--- config.mk ---
export PLATFORM = sky130hd
export DESIGN_NAME = poly_sub_seq
export DESIGN_NICKNAME = d
export VERILOG_FILES = /design/src/rtl/kyber_pkg.sv /design/src/rtl/poly_mod_diff.sv /design/src/rtl/poly_sub_seq.sv
export SDC_FILE = /design/constraint.sdc
export NUM_CORES = 1
export LEC_CHECK = 0
export BUFFER_PORTS_ARGS = -buffer_cell sky130_fd_sc_hd__clkbuf_2
export CORE_MARGIN = 2
export CORE_UTILIZATION = 50
export DETAILED_ROUTE_END_ITERATION = 16
export PLACE_DENSITY = 0.8
export SETUP_SLACK_MARGIN = 0.05
export SYNTH_ARGS = -nofsm -noshare
export SYNTH_HDL_FRONTEND = slang
export SYNTH_SLANG_ARGS = --single-unit
--- constraint.sdc ---
create_clock -name clk -period 11.9 [get_ports clk]
set_clock_uncertainty 0.1 [all_clocks]
set_input_delay 2.975 -clock clk [delete_from_list [all_inputs] [get_ports clk]]
set_output_delay 2.975 -clock clk [all_outputs]
set_load 0.05 [all_outputs]
--- src/rtl/kyber_pkg.sv ---
// Shared Kyber constants and the subtraction sequencer's FSM state encoding.
// Ports: none (package only).
// Imported by poly_sub_seq and poly_mod_diff.
package kyber_pkg;

  localparam int Q       = 3329;
  localparam int COEF_W  = 12;
  localparam int N_COEF  = 256;
  localparam int COEF_AW = 8;

  localparam logic [1:0] ST_IDLE  = 2'd0;
  localparam logic [1:0] ST_READ  = 2'd1;
  localparam logic [1:0] ST_DRAIN = 2'd2;
  localparam logic [1:0] ST_DONE  = 2'd3;

endpackage

--- src/rtl/poly_mod_diff.sv ---
// Combinational modular difference: o_diff = (i_a - i_b) mod Q.
// Ports: i_a, i_b operands (WIDTH bits); o_diff result (WIDTH+1 bits, MSB always 0).
// Zero latency; no handshake, purely combinational.
module poly_mod_diff
  import kyber_pkg::*;
#(
  parameter int WIDTH = COEF_W
) (
  input  logic [WIDTH-1:0] i_a,
  input  logic [WIDTH-1:0] i_b,
  output logic [WIDTH:0]   o_diff
);

  // Two extra bits: a + 2Q can exceed 2^(WIDTH+1) for out-of-range inputs.
  localparam int DW = WIDTH + 2;
  localparam logic [DW-1:0] L_Q  = DW'(Q);
  localparam logic [DW-1:0] L_2Q = DW'(2 * Q);

  logic [DW-1:0] w_d0;
  logic [DW-1:0] w_d1;
  logic [DW-1:0] w_d2;
  logic [DW-1:0] w_d3;
  logic          w_unused_d3_msb;

  // Adding 2Q before subtracting keeps the value non-negative for any b < 2^WIDTH.
  assign w_d0 = DW'(i_a) + L_2Q - DW'(i_b);

  // Three conditional subtractions bring anything below 4Q into [0, Q-1].
  assign w_d1 = (w_d0 >= L_Q) ? (w_d0 - L_Q) : w_d0;
  assign w_d2 = (w_d1 >= L_Q) ? (w_d1 - L_Q) : w_d1;
  assign w_d3 = (w_d2 >= L_Q) ? (w_d2 - L_Q) : w_d2;

  assign o_diff          = w_d3[WIDTH:0];
  assign w_unused_d3_msb = w_d3[DW-1];

endmodule

--- src/rtl/poly_sub_seq.sv ---
// Sequences r[i] = (a[i] - b[i]) mod Q over a whole polynomial, one coefficient per cycle.
// Ports: clk/rst, start/busy/done to the controller; rd_en/rd_addr/a_coef/b_coef to the operand RAMs;
//        wr_en/wr_addr/wr_data to the result RAM. Read-to-write latency RD_LAT+1; start to done N+RD_LAT+2.
module poly_sub_seq
  import kyber_pkg::*;
#(
  parameter int N      = N_COEF,
  parameter int AW     = COEF_AW,
  parameter int WIDTH  = COEF_W,
  parameter int RD_LAT = 1
) (
  input  logic             clk,
  input  logic             rst,
  input  logic             start,
  output logic             busy,
  output logic             done,
  output logic             rd_en,
  output logic [AW-1:0]    rd_addr,
  input  logic [WIDTH-1:0] a_coef,
  input  logic [WIDTH-1:0] b_coef,
  output logic             wr_en,
  output logic [AW-1:0]    wr_addr,
  output logic [WIDTH-1:0] wr_data
);

  logic [1:0]               r_state;
  logic [1:0]               w_state_nxt;
  logic [AW-1:0]            r_cnt;
  logic [RD_LAT-1:0]        r_vld;
  logic [RD_LAT-1:0][AW-1:0] r_tag;
  logic                     r_wr_en;
  logic [AW-1:0]            r_wr_addr;
  logic [WIDTH-1:0]         r_wr_data;

  logic                     w_rd_en;
  logic                     w_last_rd;
  logic                     w_pipe_empty;
  logic [WIDTH:0]           w_diff;
  logic                     w_unused_diff_msb;

  assign w_rd_en      = (r_state == ST_READ);
  // End of the read burst is decoded from the index, not from the counter wrapping.
  assign w_last_rd    = w_rd_en && (r_cnt == AW'(N - 1));
  assign w_pipe_empty = (r_vld == '0);

  always_comb begin
    w_state_nxt = r_state;
    case (r_state)
      ST_IDLE:  if (start)        w_state_nxt = ST_READ;
      ST_READ:  if (w_last_rd)    w_state_nxt = ST_DRAIN;
      // Once the delay line is empty, the last tag emerged a cycle ago and its
      // write is on the outputs this cycle.
      ST_DRAIN: if (w_pipe_empty) w_state_nxt = ST_DONE;
      default:                    w_state_nxt = ST_IDLE;
    endcase
  end

  poly_mod_diff #(
    .WIDTH(WIDTH)
  ) u_mod_diff (
    .i_a   (a_coef),
    .i_b   (b_coef),
    .o_diff(w_diff)
  );

  // MSB of the difference is zero by construction of the reduction.
  assign w_unused_diff_msb = w_diff[WIDTH];

  always_ff @(posedge clk) begin
    if (rst) begin
      r_state   <= ST_IDLE;
      r_cnt     <= '0;
      r_vld     <= '0;
      r_tag     <= '0;
      r_wr_en   <= 1'b0;
      r_wr_addr <= '0;
      r_wr_data <= '0;
    end else begin
      r_state <= w_state_nxt;

      if ((r_state == ST_IDLE) && start) begin
        r_cnt <= '0;
      end else if (w_rd_en) begin
        r_cnt <= r_cnt + AW'(1);
      end

      // Tag each read with its index so the write side needs no counter of its own.
      r_vld[0] <= w_rd_en;
      r_tag[0] <= r_cnt;
      for (int k = 1; k < RD_LAT; k++) begin
        r_vld[k] <= r_vld[k-1];
        r_tag[k] <= r_tag[k-1];
      end

      r_wr_en <= r_vld[RD_LAT-1];
      if (r_vld[RD_LAT-1]) begin
        r_wr_addr <= r_tag[RD_LAT-1];
        r_wr_data <= w_diff[WIDTH-1:0];
      end
    end
  end

  assign busy    = (r_state != ST_IDLE);
  assign done    = (r_state == ST_DONE);
  assign rd_en   = w_rd_en;
  assign rd_addr = w_rd_en ? r_cnt : '0;
  assign wr_en   = r_wr_en;
  assign wr_addr = r_wr_addr;
  assign wr_data = r_wr_data;

endmodule

; Yosys cells after proc, flatten, opt, wreduce, memory -nomap -nowiden
; Index checks and enable logic that the tools add are counted.
[word_totals]
wordCells = 37
inputBits = 27
out_inout_bits = 32
regBits = 40
[classes]
eq_ne = 7
n_lt_le_gt_ge = 3
mux = 8
reduce_logical = 6
add_sub_neg = 6
[op_table]
columns = operator, n
row1 = "greater-or-equal comparator 14 x 12 -> 1 bit, second input constant", 3
row2 = 2-to-1 mux 14 bit, 2
row3 = "subtractor 14 x 12 -> 14 bit, second input constant", 2
row4 = "adder 12 x 13 -> 14 bit, second input constant", 1
row5 = subtractor 14 x 12 -> 14 bit, 1
row6 = 2-to-1 mux 12 bit, 1
row7 = "subtractor 12 bit, second input constant", 1
row8 = "adder 8 x 1 -> 8 bit, second input constant", 1
row9 = "== test 8 bit, second input constant", 1
row10 = 2-to-1 mux 8 bit, 1
row11 = 2-to-1 mux 2 bit, 3
row12 = one-hot mux 2 bit (3 select lines), 1
row13 = "== test 2 bit, second input constant", 2
row14 = "!= test 2 bit, second input constant", 2
row15 = AND reduction 3 bit, 1
row16 = "== test 2 x 1 -> 1 bit, second input constant", 1
row17 = logical AND 1 bit, 2
row18 = zero test 2 bit, 1
row19 = "!= test 2 x 1 -> 1 bit, second input constant", 1
row20 = nonzero test 2 bit, 1
row21 = OR reduction 2 bit, 1

; Longest topological paths before layout
; Gate-level depths: netlist of run 1.
[logic_depth]
depth_word = 8
mapped_depth = 28
mapped_depth_nobuf = 26

; Cells and area by module
; Synthesis of run 1 repeated with hierarchy kept, for this count alone.
[unflattened]
hier_cells = 543
hier_area_um2 = 4479.3
[modules_own_cells]
columns = mod, seq_area_each_um2, area_each_um2, cells_per_inst, n_inst
row1 = poly_mod_diff, 0.0, 2936.6, 391, 1
row2 = poly_sub_seq, 800.8, 1542.7, 152, 1

; Least setup slack after synthesis of run 1
; OpenSTA, ideal clock, no wires.
[synth_path]
kind = in2reg
startpoint = input port a_coef[1]
endpoint = register r_wr_data[2] (netlist: wr_data[2])
arrival_time_ns = 8.491
required_ns = 11.712
setup_ns = 0.088
path_buffers = 1
path_slack_ns = 3.221
stages = 24
path_cell_list = inv_1 > ha_1 > inv_1 > ha_1 > fa_1 > a211o_1 > a21oi_2 > mux2_4 > a2111oi_4 > nor2_2 > o22ai_4 > nand2_1 > xnor2_1 > ha_1 > o31a_1 > nand4_1 > nand2_1 > mux2_2 > ha_1 > or4_1 > o211a_1 > buf_6 > a21o_1 > a311oi_2
[synth_via]
elab_chain_len = 8
elab_cells_between_ends = 11
cone_classes = 5 x add/sub / 3 x order compare / 3 x mux
[synth_lines]
columns = item, line_no
row1 = from (decl), poly_sub_seq.sv:19  ; input logic [WIDTH-1:0] a_coef,
row2 = adder 12 x 13 -> 14 bit *, poly_mod_diff.sv:26  ; assign w_d0 = DW'(i_a) + L_2Q - DW'(i_b);
row3 = subtractor 14 x 12 -> 14 bit *, poly_mod_diff.sv:26
row4 = subtractor 14 x 12 -> 14 bit / greater-or-equal comparator 14 x 12 -> 1 bit (equally long branches), poly_mod_diff.sv:29  ; assign w_d1 = (w_d0 >= L_Q) ? (w_d0 - L_Q) : w_d0;
row5 = 2-to-1 mux 14 bit *, poly_mod_diff.sv:29
row6 = subtractor 14 x 12 -> 14 bit / greater-or-equal comparator 14 x 12 -> 1 bit (equally long branches), poly_mod_diff.sv:30  ; assign w_d2 = (w_d1 >= L_Q) ? (w_d1 - L_Q) : w_d1;
row7 = 2-to-1 mux 14 bit *, poly_mod_diff.sv:30
row8 = subtractor 12 bit / greater-or-equal comparator 14 x 12 -> 1 bit (equally long branches), poly_mod_diff.sv:31  ; assign w_d3 = (w_d2 >= L_Q) ? (w_d2 - L_Q) : w_d2;
row9 = 2-to-1 mux 12 bit *, poly_mod_diff.sv:31
row10 = to (signal assigned), poly_sub_seq.sv:98  ; r_wr_data <= w_diff[WIDTH-1:0];
row11 = to (decl), poly_sub_seq.sv:33  ; logic [WIDTH-1:0] r_wr_data;
; Every way passes the cells marked *; elsewhere a longest branch is shown, timed or not.
; A chain may end at the register's enable or synchronous reset.

; Final worst setup path of run 1
; Same ends and word-level chain as after synthesis.

==> results of run 1 <==
[final cells by class]
type	instances	area share
Multi-Input combinational cell	443	0.6805
Sequential cell	40	0.1741
Tap cell	105	0.02857
Timing Repair Buffer	59	0.06476
Clock inverter	3	0.01007
Inverter	33	0.02694
Clock buffer	5	0.01497
[through the flow]
| step | hold slack (ns) | cells |
|---|---|---|
| after floorplan | 0.3405 | 538 |
| after global placement | 0.3461 | 680 |
| after detailed placement | 0.3565 | 680 |
| after CTS | 0.3770 | 688 |
| after global routing | 0.3987 | 688 |
| final | 0.3726 | 688 |
[flip-flops by register name, summed over array words and instances (netlist names)]
register and cells:
wr_data 12, r_cnt 8, r_tag 8, wr_addr 8
r_state 2, r_vld 1, wr_en 1
[synthesized netlist by cell type (all sizes together) (6+ instances only)]
| master | n | area, um^2 |
|---|---|---|
| and3 | 11 | 68.82 |
| ha | 34 | 425.4 |
| a31oi | 6 | 43.79 |
| mux2i | 14 | 140.1 |
| o31ai | 6 | 45.04 |
| a21o | 13 | 98.85 |
| o21ai | 22 | 110.1 |
| nor3 | 11 | 55.05 |
| nand4 | 7 | 43.79 |
| buf | 12 | 78.81 |
| and2 | 13 | 81.33 |
| xnor2 | 15 | 146.4 |
| a211oi | 15 | 127.6 |
| a21oi | 27 | 142.6 |
| dfxtp | 40 | 800.8 |
| xor2 | 15 | 138.9 |
| nand2 | 39 | 146.4 |
| nor2 | 63 | 241.5 |
| clkbuf | 10 | 38.78 |
| nand3 | 24 | 125.1 |
| inv | 33 | 123.9 |
| o211ai | 6 | 45.04 |
| nor2b | 12 | 75.07 |
[power by group through the flow]
stage	Combinational (uW)	Sequential, uW	Clock, uW
floorplan	440	198	0
global placement	548	166	0
detailed placement	559	167	0
CTS	562	164	116
global route	623	167	120
finish	569	164	113
[per-layer routing]
metal | vias up | wire length (um)
met3 | 18 | 613
met5 | - | 0
met2 | 188 | 4933
met1 | 1907 | 4351
li1 | 2070 | -
met4 | 0 | 157
[worst max-delay path, delay by kind of cell]
kind | cells | cell delay, ns
AOI/OAI and AO/OA | 8 | 2.35
and+or+nand+nor | 5 | 1.30
xor gates and xnor gates | 1 | 0.40
muxes | 2 | 0.74
buffers and inverters | 3 | 0.15
adders and majority gates | 5 | 1.48
[cells by family (layout without fill, tap and decap cells)]
logic type / after synthesis / in the layout
multiplexers: 17 / 17
XOR/XNOR: 30 / 30
buffers and inverters: 55 / 100
flip-flops: 40 / 40
adder cells (fa/ha/maj): 35 / 35
AO/OA/AOI/OAI: 148 / 148
AND/OR/NAND/NOR: 213 / 213
[how the worst max path moves through the flow]
stage	startpoint	end	slack [ns]	cells past startpoint
global route	a_coef[1]	wr_data[2]$_SDFFE_PP0P_	2.20	26
finish	a_coef[1]	wr_data[2]$_SDFFE_PP0P_	2.60	24
detailed placement	a_coef[1]	wr_data[2]$_SDFFE_PP0P_	2.36	24
global placement	a_coef[1]	wr_data[2]$_SDFFE_PP0P_	2.66	24
floorplan	a_coef[1]	wr_data[2]$_SDFFE_PP0P_	3.22	24
CTS	a_coef[1]	wr_data[2]$_SDFFE_PP0P_	2.67	24
==> impl_metrics.env, run 1 <==
export IMPL_core_um2=8134
export IMPL_gr_usage_met2=0.3926
export IMPL_critical_path_class="in -> reg"
export IMPL_power_share_sequential=0.194
export IMPL_worstMarginPinSlew_ns=0.8680
export IMPL_via_per_inst=6.080
export IMPL_internal_power_uw=410.1
export IMPL_maxCapViolations=0
export IMPL_cp_end_kind="flop"
export IMPL_initial_core_util=0.5128
export IMPL_die_x_um=95.34
export IMPL_synth_cells=538
export IMPL_syn_to_final_growth_pct=10.23
export IMPL_cts_tree="built"
export IMPL_crit_chain="clkbuf_2 > inv_1 > ha_1 > inv_1 > ha_1 > fa_1 > a211o_1 > a21oi_2 > mux2_4 > a2111oi_4 > nor2_2 > o22ai_4 > nand2_1 > xnor2_1 > ha_1 > o31a_1 > nand4_1 > nand2_1 > mux2_2 > ha_1 > or4_1 > o211a_1 > a21o_1 > a311oi_2"
export IMPL_finalSetupTns_ns=0
export IMPL_crit_top_cell="ha_1"
export IMPL_seqCellArea_um2=800.8
export IMPL_dr_pass1_iters=5
export IMPL_dieArea_um2=9090
export IMPL_postPlaceCellArea_um2=4483
export IMPL_max_slew_margin=0.4192
export IMPL_rsz0062_at_grt="no"
export IMPL_cts_buffer_depth=2
export IMPL_finalPower_uw=846.2
export IMPL_postCtsSetupBuffers=0
export IMPL_cts_buffers=5
export IMPL_post_cts_resized=0
export IMPL_final_common_cell="nor2_1"
export IMPL_synth_top_flop_cell="dfxtp_1"
export IMPL_power_switching_uw=436.0
export IMPL_clk_pin_slew_ns=0.08
export IMPL_netlist_area_um2=4172
export IMPL_r2r_end="r_state[0]$_SDFFE_PP0P_"
export IMPL_met1_usage=0.2758
export IMPL_cts_root_buf="clkbuf_8"
export IMPL_antenna_found_initial=0
export IMPL_rows=33
export IMPL_power_density_nw_per_um2=184.0
export IMPL_wl_per_cell_um=14.62
export IMPL_post_route_util=0.5653
export IMPL_rrSetupSlack_ns=9.85
export IMPL_yosysSeqAreaShare=0.1920
export IMPL_avgSynthCellArea_um2=7.754
export IMPL_port_buffers=58
export IMPL_fillers=741
export IMPL_synth_compound_area_share=0.2705
export IMPL_crit_slowest_cell="or4_1"
export IMPL_grt_max_degree=29
export IMPL_drive_above_1_share=0.1681
export IMPL_htreeDepth=2
export IMPL_grt_pass1_wl_mm=16.46
export IMPL_routed_wl_mm=10.06
export IMPL_reg2reg_depth=7
export IMPL_busiest_layer="met2"
export IMPL_holdCritPathClass="reg -> reg"
export IMPL_met3_usage=0.02134
export IMPL_synthMuxAreaShare=0.04259
export IMPL_pwr_share_comb=0.672
export IMPL_fin_crit_sh=0.7815
export IMPL_yosys_warnings=0
export IMPL_synth_adder_area_share=0.1068
export IMPL_fin_crit_ns=9.300
export IMPL_power_leakage_uw=0.002011
export IMPL_status="finished, final reports clean"
export IMPL_multiInputGateArea_um2=3129
export IMPL_ir_drop_uv=76.25
export IMPL_nNetsFinal=644
export IMPL_antenna_cells=0
export IMPL_finalInstanceArea_um2=4598
export IMPL_dpl_hpwl_mm=7.899
export IMPL_dp_slack_ns=2.357
export IMPL_finalHoldViolations=0
export IMPL_ios=59
export IMPL_synth_net_count=600
export IMPL_slew_violations=0
export IMPL_fp_dieH_um=95.34
export IMPL_first_iter_violations=239
export IMPL_clockPowerShare=0.134
export IMPL_layout_common_cells="61 x nor2_1, 58 x clkbuf_2, 40 x dfxtp_1, 39 x nand2_1, 34 x ha_1"
export IMPL_worstPathMaxFanout=16
export IMPL_hold_depth=2
export IMPL_synth_seq_cells=40
export IMPL_swShare=0.5153
export IMPL_place_congestion=0.9417
export IMPL_setup_viol=0
export IMPL_synth_xor_area_frac=0.06839
export IMPL_async_reset_ff_frac=0
export IMPL_drc=0
export IMPL_ctsHoldBuffers=0
export IMPL_fmax_mhz=107.5
export IMPL_vias=4183
export IMPL_cts_sinks=40
export IMPL_yosys_area_share_simple=0.2618
export IMPL_cp_slowest_stage_delay_ns=0.54
export IMPL_required_ns=12.01
export IMPL_worstHoldEndpoint="wr_addr[0]$_SDFFE_PP0P_"
export IMPL_fin_ws_ns=2.600
export IMPL_synth_top_family_by_area="compound AO/OA/AOI/OAI gates"
export IMPL_gr_total_overflow=0
export IMPL_synth_cell_type_count=88
export IMPL_clock_latency_ns=0.29
export IMPL_ant_nets=0
export IMPL_grt_usage=0.2193
export IMPL_crit_path_start_kind="input pin"
export IMPL_min_from="r_tag[0]$_SDFF_PP0_"
export IMPL_worstPathArrival_ns=9.41
export IMPL_synth_edff_count=0
export IMPL_r2r_start="r_cnt[1]$_SDFFE_PP0P_"
export IMPL_grt_pass1_vias=3675
(Power assumes the default switching activity.)
==> inputs of run 2 (changes only) <==
--- a/config.mk
+++ b/config.mk
@@ -9,7 +9,7 @@
 export CORE_MARGIN = 2
 export CORE_UTILIZATION = 50
 export DETAILED_ROUTE_END_ITERATION = 16
-export PLACE_DENSITY = 0.8
+export PLACE_DENSITY = 0.83
 export SETUP_SLACK_MARGIN = 0.05
 export SYNTH_ARGS = -nofsm -noshare
 export SYNTH_HDL_FRONTEND = slang
==> constraint.sdc (replaced) <==
create_clock -name clk -period 8.1 [get_ports clk]
set_clock_uncertainty 0.1 [all_clocks]
set_input_delay 2.025 -clock clk [delete_from_list [all_inputs] [get_ports clk]]
set_output_delay 2.025 -clock clk [all_outputs]
set_load 0.05 [all_outputs]
==> impl_metrics.env, run 2 (synthesized netlist as in run 1, its figures left out) <==
export IMPL_post_cts_resized=0
export IMPL_finalSetupTns_ns=0
export IMPL_finalInstanceArea_um2=4717
export IMPL_antenna_found_initial=0
export IMPL_r2r_end="r_state[0]$_SDFFE_PP0P_"
export IMPL_place_congestion=0.9215
export IMPL_final_common_cell="nor2_1"
export IMPL_slew_violations=0
export IMPL_hold_depth=2
export IMPL_first_iter_violations=153
export IMPL_clock_latency_ns=0.29
export IMPL_htreeDepth=2
export IMPL_cts_tree="built"
export IMPL_holdCritPathClass="reg -> reg"
export IMPL_ir_drop_uv=113.6
export IMPL_die_x_um=95.34
export IMPL_max_slew_margin=0.4369
export IMPL_dr_pass1_iters=5
export IMPL_initial_core_util=0.5128
export IMPL_fin_crit_sh=0.9438
export IMPL_cts_buffers=5
export IMPL_layout_common_cells="61 x nor2_1, 58 x clkbuf_2, 40 x dfxtp_1, 38 x nand2_1, 34 x ha_1"
export IMPL_vias=4208
export IMPL_postPlaceCellArea_um2=4588
export IMPL_rrSetupSlack_ns=6.11
export IMPL_power_leakage_uw=0.002083
export IMPL_postCtsSetupBuffers=0
export IMPL_fillers=752
export IMPL_fin_hold_ws_ns=0.3747
export IMPL_dieArea_um2=9090
export IMPL_nNetsFinal=658
export IMPL_fp_dieH_um=95.34
export IMPL_cts_buffer_depth=2
export IMPL_wl_per_cell_um=14.44
export IMPL_gr_total_overflow=0
export IMPL_power_density_nw_per_um2=274.9
export IMPL_antenna_cells=0
export IMPL_crit_path_start_kind="input pin"
export IMPL_ctsHoldBuffers=0
export IMPL_rows=33
export IMPL_grt_pass1_wl_mm=17.27
export IMPL_worstPathMaxFanout=9
export IMPL_syn_to_final_growth_pct=13.08
export IMPL_dpl_hpwl_mm=7.977
export IMPL_status="finished, final reports clean"
export IMPL_fmax_mhz=130.8
export IMPL_critical_path_class="in -> reg"
export IMPL_via_per_inst=5.994
export IMPL_ios=59
export IMPL_grt_usage=0.2278
export IMPL_finalHoldViolations=0
export IMPL_largest_reg_flops=12
export IMPL_maxCapViolations=0
export IMPL_drive_above_1_share=0.1926
export IMPL_reg2reg_depth=7
export IMPL_clk_pin_slew_ns=0.08
export IMPL_fin_crit_ns=7.645
export IMPL_worstHoldEndpoint="wr_addr[2]$_SDFFE_PP0P_"
export IMPL_grt_pass1_vias=3880
export IMPL_drc=0
export IMPL_cp_end_kind="flop"
export IMPL_grt_max_degree=29
export IMPL_ant_nets=0
export IMPL_cts_sinks=40
export IMPL_worstPathArrival_ns=7.72
export IMPL_port_buffers=58
export IMPL_min_from="r_tag[2]$_SDFF_PP0_"
export IMPL_core_um2=8134
export IMPL_setup_viol=0
export IMPL_worstMarginPinSlew_ns=0.8416
export IMPL_cts_root_buf="clkbuf_8"
export IMPL_routed_wl_mm=10.14
export IMPL_r2r_start="r_cnt[1]$_SDFFE_PP0P_"
export IMPL_required_ns=8.18
run 2: changes by cell type in the layout (fill, tap and decap cells not counted), sizes merged:
cell	previous run	this run
buf	1	15
clkinv	0	2
inv	34	33
clkinvlp	1	0
run 2: worst max-delay path by stage:
stage / start / end / slack, ns
4_1_cts: a_coef[1] / wr_data[11]$_SDFFE_PP0P_ / 0.43
5_1_grt: a_coef[1] / wr_data[2]$_SDFFE_PP0P_ / -0.002
3_5_place_dp: a_coef[1] / wr_data[4]$_SDFFE_PP0P_ / 0.17
2_1_floorplan: a_coef[1] / wr_data[2]$_SDFFE_PP0P_ / 0.37
6_report: a_coef[1] / wr_data[4]$_SDFFE_PP0P_ / 0.46
3_3_place_gp: a_coef[1] / wr_data[4]$_SDFFE_PP0P_ / 0.32
run 2: metal layers:
layer	up-vias	global-route usage	wire length, um	part of all wire
met5	-	0	0	0
met4	0	0.07246	139	0.014
met3	14	0.01897	424	0.042
met2	122	0.3991	4892	0.48
met1	1977	0.2949	4681	0.46
li1	2095	-	-	-
run 2: layout make-up:
class                      instances  area [um^2]  area share
tap                              105        131.4     0.02785
multi-input combinational        443         3142      0.6660
sequential                        40        800.8      0.1698
timing repair buffer              73        402.9     0.08541
clock buffer                       5        68.82     0.01459
clock inverter                     3        47.55     0.01008
inverter                          33        123.9     0.02626
run 2: worst max-delay path: stages:
cell and delay (ns):
clkbuf_2 0.08, inv_1 0.03, ha_1 0.26, inv_1 0.04, ha_1 0.22, fa_1 0.43
a211o_1 0.37, a21o_1 0.21, a21o_2 0.26, xor2_2 0.41, o22ai_4 0.14, buf_4 0.18
a2111oi_0 0.41, a211oi_1 0.20, o41ai_1 0.65, and3b_1 0.25, nor3_1 0.54, or4_1 0.25
o211a_1 0.25, buf_4 0.17, a21oi_1 0.06, a311o_1 0.27
run 2: report_power, final:
group          leakage [uW]  switching [uW]  internal [uW]  total [uW]
Sequential         0.000324            18.5            221         239
Clock             0.0000583            70.1           92.7         163
Combinational       0.00170             567            328         894
Total               0.00208             656            641        1300
run 2: stage by stage:
stage	util	worst slack, ns	power, uW	instances
after global routing	0.5799	-0.002172	1401	702
after floorplan	-	0.3711	937.2	538
after CTS	0.5784	0.4334	1284	702
after global placement	0.5641	0.3218	1096	694
final	0.5799	0.4553	1297	702
after detailed placement	0.5641	0.1710	1114	694
